**src/rtl/spi_master_multi.sv**
```systemverilog
// SPI master with all four CPOL/CPHA modes, a runtime SCK divider, NUM_CS chip
// selects and independent TX/RX phase lengths inside one chip-select frame.
module spi_master_multi #(
    parameter int MAX_TX_BITS = 16,
    parameter int MAX_RX_BITS = 16,
    parameter int NUM_CS      = 4,
    parameter int DIV_W       = 8,
    localparam int CS_W       = (NUM_CS > 1) ? $clog2(NUM_CS) : 1,
    localparam int TXL_W      = $clog2(MAX_TX_BITS + 1),
    localparam int RXL_W      = $clog2(MAX_RX_BITS + 1)
) (
    input  logic                   clk,
    input  logic                   reset,
    input  logic                   start,
    output logic                   busy,
    output logic                   done,
    input  logic [CS_W-1:0]        cs_sel,
    input  logic                   cpol,
    input  logic                   cpha,
    input  logic [DIV_W-1:0]       half_period,
    input  logic [TXL_W-1:0]       tx_len,
    input  logic [RXL_W-1:0]       rx_len,
    input  logic [MAX_TX_BITS-1:0] tx_data,
    output logic [MAX_RX_BITS-1:0] rx_data,
    output logic                   spi_clk,
    output logic                   spi_mosi,
    input  logic                   spi_miso,
    output logic [NUM_CS-1:0]      spi_cs_n
);

    // One extra bit so tx_len + rx_len never wraps; edge index covers 2*N.
    localparam int N_W = ((TXL_W > RXL_W) ? TXL_W : RXL_W) + 1;
    localparam int E_W = N_W + 1;

    typedef enum logic [2:0] {IDLE, SETUP, XFER, HOLD, GAP} state_t;

    state_t                 state;
    state_t                 next_state;

    logic [DIV_W-1:0]       h_q;
    logic [DIV_W-1:0]       cnt;
    logic [N_W-1:0]         n_q;
    logic [E_W-1:0]         ec;
    logic [E_W-1:0]         two_n;
    logic                   cpol_q;
    logic                   cpha_q;
    logic [RXL_W-1:0]       rx_len_q;
    logic [MAX_TX_BITS-1:0] tx_sr;
    logic [MAX_RX_BITS-1:0] rx_sr;

    logic [N_W-1:0]         n_in;
    logic [DIV_W-1:0]       h_in;
    logic [MAX_TX_BITS-1:0] tx_masked;
    logic [NUM_CS-1:0]      cs_dec;
    logic                   accept;
    logic                   half_end;
    logic                   last_half;
    logic                   toggle;
    logic                   sample;
    logic                   mosi_step;
    logic                   frame_end;

    assign busy  = (state != IDLE);
    assign two_n = {n_q, 1'b0};

    // State register.
    always_ff @(posedge clk or posedge reset) begin
        if (reset) state <= IDLE;
        else       state <= next_state;
    end

    // Next-state logic.
    always_comb begin
        // NOTE: default first so every path assigns next_state and no latch is inferred.
        next_state = state;
        case (state)
            IDLE:  if (accept)                 next_state = (n_in == '0) ? GAP : SETUP;
            SETUP: if (half_end)               next_state = XFER;
            XFER:  if (half_end && last_half)  next_state = HOLD;
            HOLD:  if (half_end)               next_state = GAP;
            GAP:   if (half_end)               next_state = IDLE;
            default:                           next_state = IDLE;
        endcase
    end

    // Event decode: ec counts SCK toggles already made, so its LSB tells
    // leading (even) from trailing (odd) for the next one.
    always_comb begin
        n_in      = N_W'(tx_len) + N_W'(rx_len);
        h_in      = (half_period == '0) ? DIV_W'(1) : half_period;
        tx_masked = tx_data & ~({MAX_TX_BITS{1'b1}} >> tx_len);
        cs_dec    = '1;
        for (int i = 0; i < NUM_CS; i++) begin
            if (int'(cs_sel) == i) cs_dec[i] = 1'b0;
        end
        accept    = (state == IDLE) && start;
        half_end  = (cnt == h_q - DIV_W'(1));
        last_half = (ec == two_n);
        toggle    = half_end && ((state == SETUP) || ((state == XFER) && !last_half));
        sample    = toggle && (ec[0] == cpha_q);
        mosi_step = toggle && (cpha_q ? !ec[0] : (ec[0] && (ec != two_n - E_W'(1))));
        frame_end = (state == GAP) && half_end;
    end

    // Datapath and registered pin drivers.
    always_ff @(posedge clk or posedge reset) begin
        if (reset) begin
            // NOTE: sequential state uses non-blocking assignments only.
            done     <= 1'b0;
            rx_data  <= '0;
            spi_clk  <= 1'b0;
            spi_mosi <= 1'b0;
            spi_cs_n <= '1;
            h_q      <= DIV_W'(1);
            cnt      <= '0;
            n_q      <= '0;
            ec       <= '0;
            cpol_q   <= 1'b0;
            cpha_q   <= 1'b0;
            rx_len_q <= '0;
            tx_sr    <= '0;
            rx_sr    <= '0;
        end else begin
            done <= 1'b0;
            if (accept) begin
                // An empty frame runs a one-cycle GAP with CS untouched.
                h_q      <= (n_in == '0) ? DIV_W'(1) : h_in;
                n_q      <= n_in;
                cpol_q   <= cpol;
                cpha_q   <= cpha;
                rx_len_q <= rx_len;
                cnt      <= '0;
                ec       <= '0;
                rx_sr    <= '0;
                spi_clk  <= cpol;
                spi_cs_n <= (n_in == '0) ? '1 : cs_dec;
                if (!cpha && (n_in != '0)) begin
                    spi_mosi <= tx_masked[MAX_TX_BITS-1];
                    tx_sr    <= tx_masked << 1;
                end else begin
                    tx_sr    <= tx_masked;
                end
            end else if (busy) begin
                cnt <= half_end ? '0 : cnt + DIV_W'(1);
                if (toggle) begin
                    spi_clk <= ~spi_clk;
                    ec      <= ec + E_W'(1);
                end
                if (sample) begin
                    rx_sr <= {rx_sr[MAX_RX_BITS-2:0], spi_miso};
                end
                if (mosi_step) begin
                    spi_mosi <= tx_sr[MAX_TX_BITS-1];
                    tx_sr    <= tx_sr << 1;
                end
                if ((state == HOLD) && half_end) begin
                    spi_cs_n <= '1;
                    spi_clk  <= cpol_q;
                end
                if (frame_end) begin
                    done     <= 1'b1;
                    spi_mosi <= 1'b0;
                    rx_data  <= rx_sr & ~({MAX_RX_BITS{1'b1}} << rx_len_q);
                end
            end
        end
    end

endmodule
```
**config.mk**
```make
export PLATFORM = sky130hd
export DESIGN_NAME = spi_master_multi
export DESIGN_NICKNAME = d
export VERILOG_FILES = /design/src/rtl/spi_master_multi.sv
export SDC_FILE = /design/constraint.sdc
export NUM_CORES = 1
export LEC_CHECK = 0
export ABC_AREA = 1
export CAP_MARGIN = 20
export CORE_UTILIZATION = 53
export CTS_BUF_LIST = sky130_fd_sc_hd__clkbuf_4
export CTS_CLUSTER_SIZE = 16
export DETAILED_ROUTE_END_ITERATION = 8
export PLACE_DENSITY = 0.79
export SLEW_MARGIN = 0
export SYNTH_ARGS = -nofsm -noshare
export SYNTH_HDL_FRONTEND = slang
export SYNTH_SLANG_ARGS = --single-unit
```
**constraint.sdc**
```tcl
create_clock -name clk -period 2.9 [get_ports clk]
set_clock_uncertainty 0.1 [all_clocks]
set_input_delay 0.435 -clock clk [delete_from_list [all_inputs] [get_ports clk]]
set_output_delay 0.435 -clock clk [all_outputs]
set_load 0.005 [all_outputs]
```
Word level (Yosys, flattened, before mapping)
Cells that the tools add are included.
{"block": "totals", "mem_count": 0, "latchBits": 0, "ramBits": 0, "reg_bits": 94, "mem_bits_ro": 0, "output_inout_bits": 24, "elab_cells": 123, "inputBits": 42}
{"block": "classes", "shift": 2, "addsub": 5, "mux": 43, "div": 0, "n_bitwise": 6, "n_eq_ne": 17, "n_mul": 0, "reduce_logical": 35, "magnitude_cmp": 0}
{"cell": "16-bit 2-to-1 mux", "n": 7}
{"cell": "8-bit 2-to-1 mux", "n": 5}
{"cell": "16-bit bitwise AND", "n": 2}
{"cell": "16-bit inverter", "n": 2}
{"cell": "7-bit 2-to-1 mux", "n": 3}
{"cell": "3-bit 2-to-1 mux", "n": 6}
{"cell": "1-bit 2-to-1 mux", "n": 17}
{"cell": "4-bit 2-to-1 mux", "n": 4}
{"cell": "16-bit by 5-bit left shift with 16-bit output, first input constant", "n": 1}
{"cell": "16-bit by 5-bit right shift with 16-bit output, first input constant", "n": 1}
{"cell": "3-bit case mux with 5 select lines", "n": 1}
{"cell": "1-bit logical AND", "n": 10}
{"cell": "2-bit != test, second input constant", "n": 5}
{"cell": "2-bit AND reduction", "n": 5}
{"cell": "2-bit nonzero test", "n": 5}
{"cell": "3-bit nonzero test", "n": 3}
{"cell": "8-bit by 1-bit adder with 8-bit output, second input constant", "n": 1}
{"cell": "8-bit equality test", "n": 1}
{"cell": "8-bit logical NOT", "n": 1}
{"cell": "8-bit by 1-bit subtractor with 8-bit output, second input constant", "n": 1}
{"cell": "7-bit by 1-bit adder with 7-bit output, second input constant", "n": 1}
{"cell": "7-bit equality test", "n": 1}
{"cell": "7-bit != test", "n": 1}
{"cell": "7-bit by 1-bit subtractor with 7-bit output, second input constant", "n": 1}
{"cell": "other kinds (17)", "n": 23}

Depth between registers and ports, before layout
{"block": "depth", "ltp_word": 10, "mapped_depth": 17, "ltp_nobuf": 17}

Worst setup path after synthesis
OpenSTA, ideal clock, no wires.
{"block": "synth_path", "kind": "input port to flip-flop", "from": "input tx_len[0]", "to": "register tx_sr[2]", "arrival_ps": 2167, "setup_ps": 116, "path_slack_ps": 517, "stages": 13, "path_cell_list": "ha_1 fa_1 xnor2_1 nand2_1 nor2_1 nand3_2 nand2_1 buf_2 nand2_1 nand3_1 nand2_1 nand2_2 nand2_1"}
{"block": "synth_via", "elab_chain_cells": 5, "elab_cells_between_ends": 8}
{"item": "start, declared", "line": "21", "rtl": "input logic [TXL_W-1:0] tx_len,"}
{"item": "5-bit by 5-bit adder with 6-bit output / 16-bit by 5-bit right shift with 16-bit output (equally long branches)", "line": "89, 91"}
{"item": "6-bit nonzero test / 16-bit inverter (equally long branches)", "line": "137, 91"}
{"item": "1-bit logical AND / 16-bit bitwise AND (equally long branches)", "line": "137, 91"}
{"item": "16-bit 2-to-1 mux *", "line": "137", "rtl": "if (!cpha && (n_in != '0)) begin"}
{"item": "16-bit 2-to-1 mux *", "line": "125", "rtl": "if (accept) begin"}
{"item": "end signal, assigned", "line": "139", "rtl": "tx_sr <= tx_masked << 1;"}
{"item": "end signal, assigned", "line": "141", "rtl": "tx_sr <= tx_masked;"}
{"item": "end signal, assigned", "line": "154", "rtl": "tx_sr <= tx_sr << 1;"}
{"item": "end, declared", "line": "48", "rtl": "logic [MAX_TX_BITS-1:0] tx_sr;"}
Mark *: on every way between the ends. The rest lies on a longest branch, timed or not.
A chain may end at the register's enable or synchronous reset.

Final worst setup path
{"block": "layout_path", "from": "register h_q[0]", "to": "register ec[5]"}
{"block": "layout_via", "elab_chain_cells": 5}
{"item": "start, declared", "line": "40", "rtl": "logic [DIV_W-1:0] h_q;"}
{"item": "start signal, assigned", "line": "127", "rtl": "h_q <= (n_in == '0) ? DIV_W'(1) : h_in;"}
{"item": "8-bit by 1-bit subtractor with 8-bit output", "line": "97", "rtl": "half_end = (cnt == h_q - DIV_W'(1));"}
{"item": "8-bit equality test", "line": "97"}
{"item": "1-bit logical AND", "line": "99", "rtl": "toggle = half_end && ((state == SETUP) || ((state == XFER) && !last_half));"}
{"item": "2-bit nonzero test (no line)"}
{"item": "2-bit AND reduction (no line)"}
{"item": "end signal, assigned", "line": "147", "rtl": "ec <= ec + E_W'(1);"}
{"item": "end, declared", "line": "43", "rtl": "logic [E_W-1:0] ec;"}
Every way passes these cells.

==> metrics.txt <==
Leak 3.15 nW; first-pass GRT wire length 22400 um; Multi-input gate area 0.00281 mm2; Worst setup SP type register; maximum number of pins on one net before global-route repair 57; Worst Max-Slew Pin Slew 0.581 ns; Initial DRC Count 358; mean post-synth cell area 7.49 um2; number of cells after detailed placement 931; Final #Nets 858; remaining routing DRC violations 0; WL/cell 13.5 um; Die Y 104 um; Yosys cell types 39; worst vdd ir 0.574 mV; Routed WL 12800 um; Antenna Cells 0; Tmin final 2.68 ns; P per Cell Area 827 mW/mm2; RSZ-0062 raised after global routing no; worst hold-check path type in -> async; drt pass-1 iters 5; Post-synth ARST share 1.00; Max-Cap Viols 0; H-tree Lvls 3; Final Max Tran Viols 0; clk sink count 94; yosys warns 0; most common cell after layout, fill and taps aside nand2_1; adder-cell area share of the yosys netlist 0.0238; register area share after synthesis 0.424; Compound-Gate Fraction of Synth Area 0.125; top_reg_cell synth dfrtp_1; CORE AREA 0.0102 mm2; PostCTS Resize Cnt 0; most frequent cells in the layout nand2_1, dfrtp_1, nand3_1; Fin Setup TNS 0 ns; Die Width 104 um; crit end category register; Register Area 0.00236 mm2; # rows 37; Syn-to-layout area delta 17.6%; Max FO, Critical Path 11; simple-gate share of the synthesized area 0.322; Num CTS Buffers 9; Synth Area in XOR/XNOR 0.0330; final instance area 0.00655 mm2; Final setup viols 0; CTS hold repair buffers 0; Final ANT Viol Nets 0; antenna violations before repair 0; Initial Util 0.544; post-synthesis cell area 0.00557 mm2; clock latency on the worst-skew pair 0.47 ns; final core occ 0.640; WHS 0.244 ns; slew margin rel. 0.612; final hold violation count 0; Post-Layout Cell Count 947; largest family of logic cells by synthesized area simple AND/OR/NAND/NOR gates; HPWL after DPL 9540 um; WP data arrival 2.91 ns; Vias 5147; Yosys reg bits 94; Clock Pin Slew Worst Setup and Hold Paths 0.16 ns; post-CTS setup buffer count 0; deepest clock path buffer count 2; Required @ worst endpoint 3.13 ns; CTS root buf clkbuf_4; FILL cells 914; num ports 66; Post-DP Area 0.00639 mm2; Syn Nets 795; number of global-route vias before repair 4866; Setup WS post-layout 0.224 ns; layout cells sized above 1 0.109; routed vias/inst 5.44; gr ovfl total 0; DP Worst Slack 0.00684 ns; CTS tree yes; fin crit share 0.923; Max Fclk 0.374 GHz; Buffers on Ports 65; area of the die 0.0109 mm2; Synth Instances 743; GR Util All Layers 0.253; Setup CP Type reg -> reg; multiplexer share of the synthesized area 0; GP Congestion 0.936; Pwr Total 5.42 mW; Post-synth EDFFs 0; outcome completed
metal layers:
metal	up-vias	wire length, um	track usage
li1	2549	-	-
met5	-	0	0
met2	188	6010	0.407
met4	0	231	0.0939
met3	21	766	0.0382
met1	2389	5780	0.347
worst paths after layout:
kind,startpoint,endpoint,slack (ns),cells past startpoint
setup / recovery,h_q[0],ec[5],0.22,16
hold / removal,reset,cnt[6],0.24,2
setup reg to reg,h_q[0],ec[5],0.22,16
hold reg to reg,tx_sr[12],tx_sr[12],0.41,2
max in group asynchronous,reset,h_q[0],1.78,3
min in group clk,tx_sr[12],tx_sr[12],0.41,2
cells by family after synthesis:
kind of cell / count (synthesis)
simple gates: 403
compound gates: 121
buf+inv: 94
flops: 94
xor+xnor: 21
fa+ha+maj: 10
sequential cells by signal, indices dropped and copies added (netlist names), 3 cells and up:
register,count
rx_data,16
rx_sr,16
tx_sr,16
cnt,8
h_q,8
ec,7
n_q,6
rx_len_q,5
spi_cs_n,4
state,3
critical path, stage by stage (launching register included):
cell and delay [ns]:
dfstp_2 0.60, inv_2 0.08, ha_1 0.32, inv_1 0.05, nand2_1 0.05, nand2_1 0.07, nor2_2 0.14, nand2_1 0.06
nor2_1 0.11, nand2_1 0.09, nor2_4 0.18, nand3_4 0.15, buf_4 0.21, nand2_1 0.09, inv_1 0.11, nand2_1 0.07
o31ai_1 0.07
cell usage after synthesis (11+ instances only):
library cell  count  share of area
nor2_1           51          0.034
dfrtp_1          89           0.40
o211ai_1         11          0.015
nand2_2          13          0.015
o21ai_0          54          0.049
nand3_1          72          0.065
xor2_1           13          0.020
clkbuf_1         14         0.0094
inv_1            54          0.036
nand2_1         224           0.15
nor3_1           15          0.013
a21oi_1          31          0.028
power breakdown:
group | total [mW] | internal [mW] | switching [mW]
Combinational | 2.54 | 0.907 | 1.63
Clock | 0.783 | 0.284 | 0.499
Sequential | 2.10 | 1.73 | 0.364
area by class of cell:
type                       count  area share
multi-input combinational    555       0.429
sequential                    94       0.360
timing repair buffer          81       0.122
inverter                      65      0.0390
tap                          136      0.0260
clock inverter                 7      0.0139
clock buffer                   9      0.0103
No activity file was read; power rests on OpenSTA's default activity.
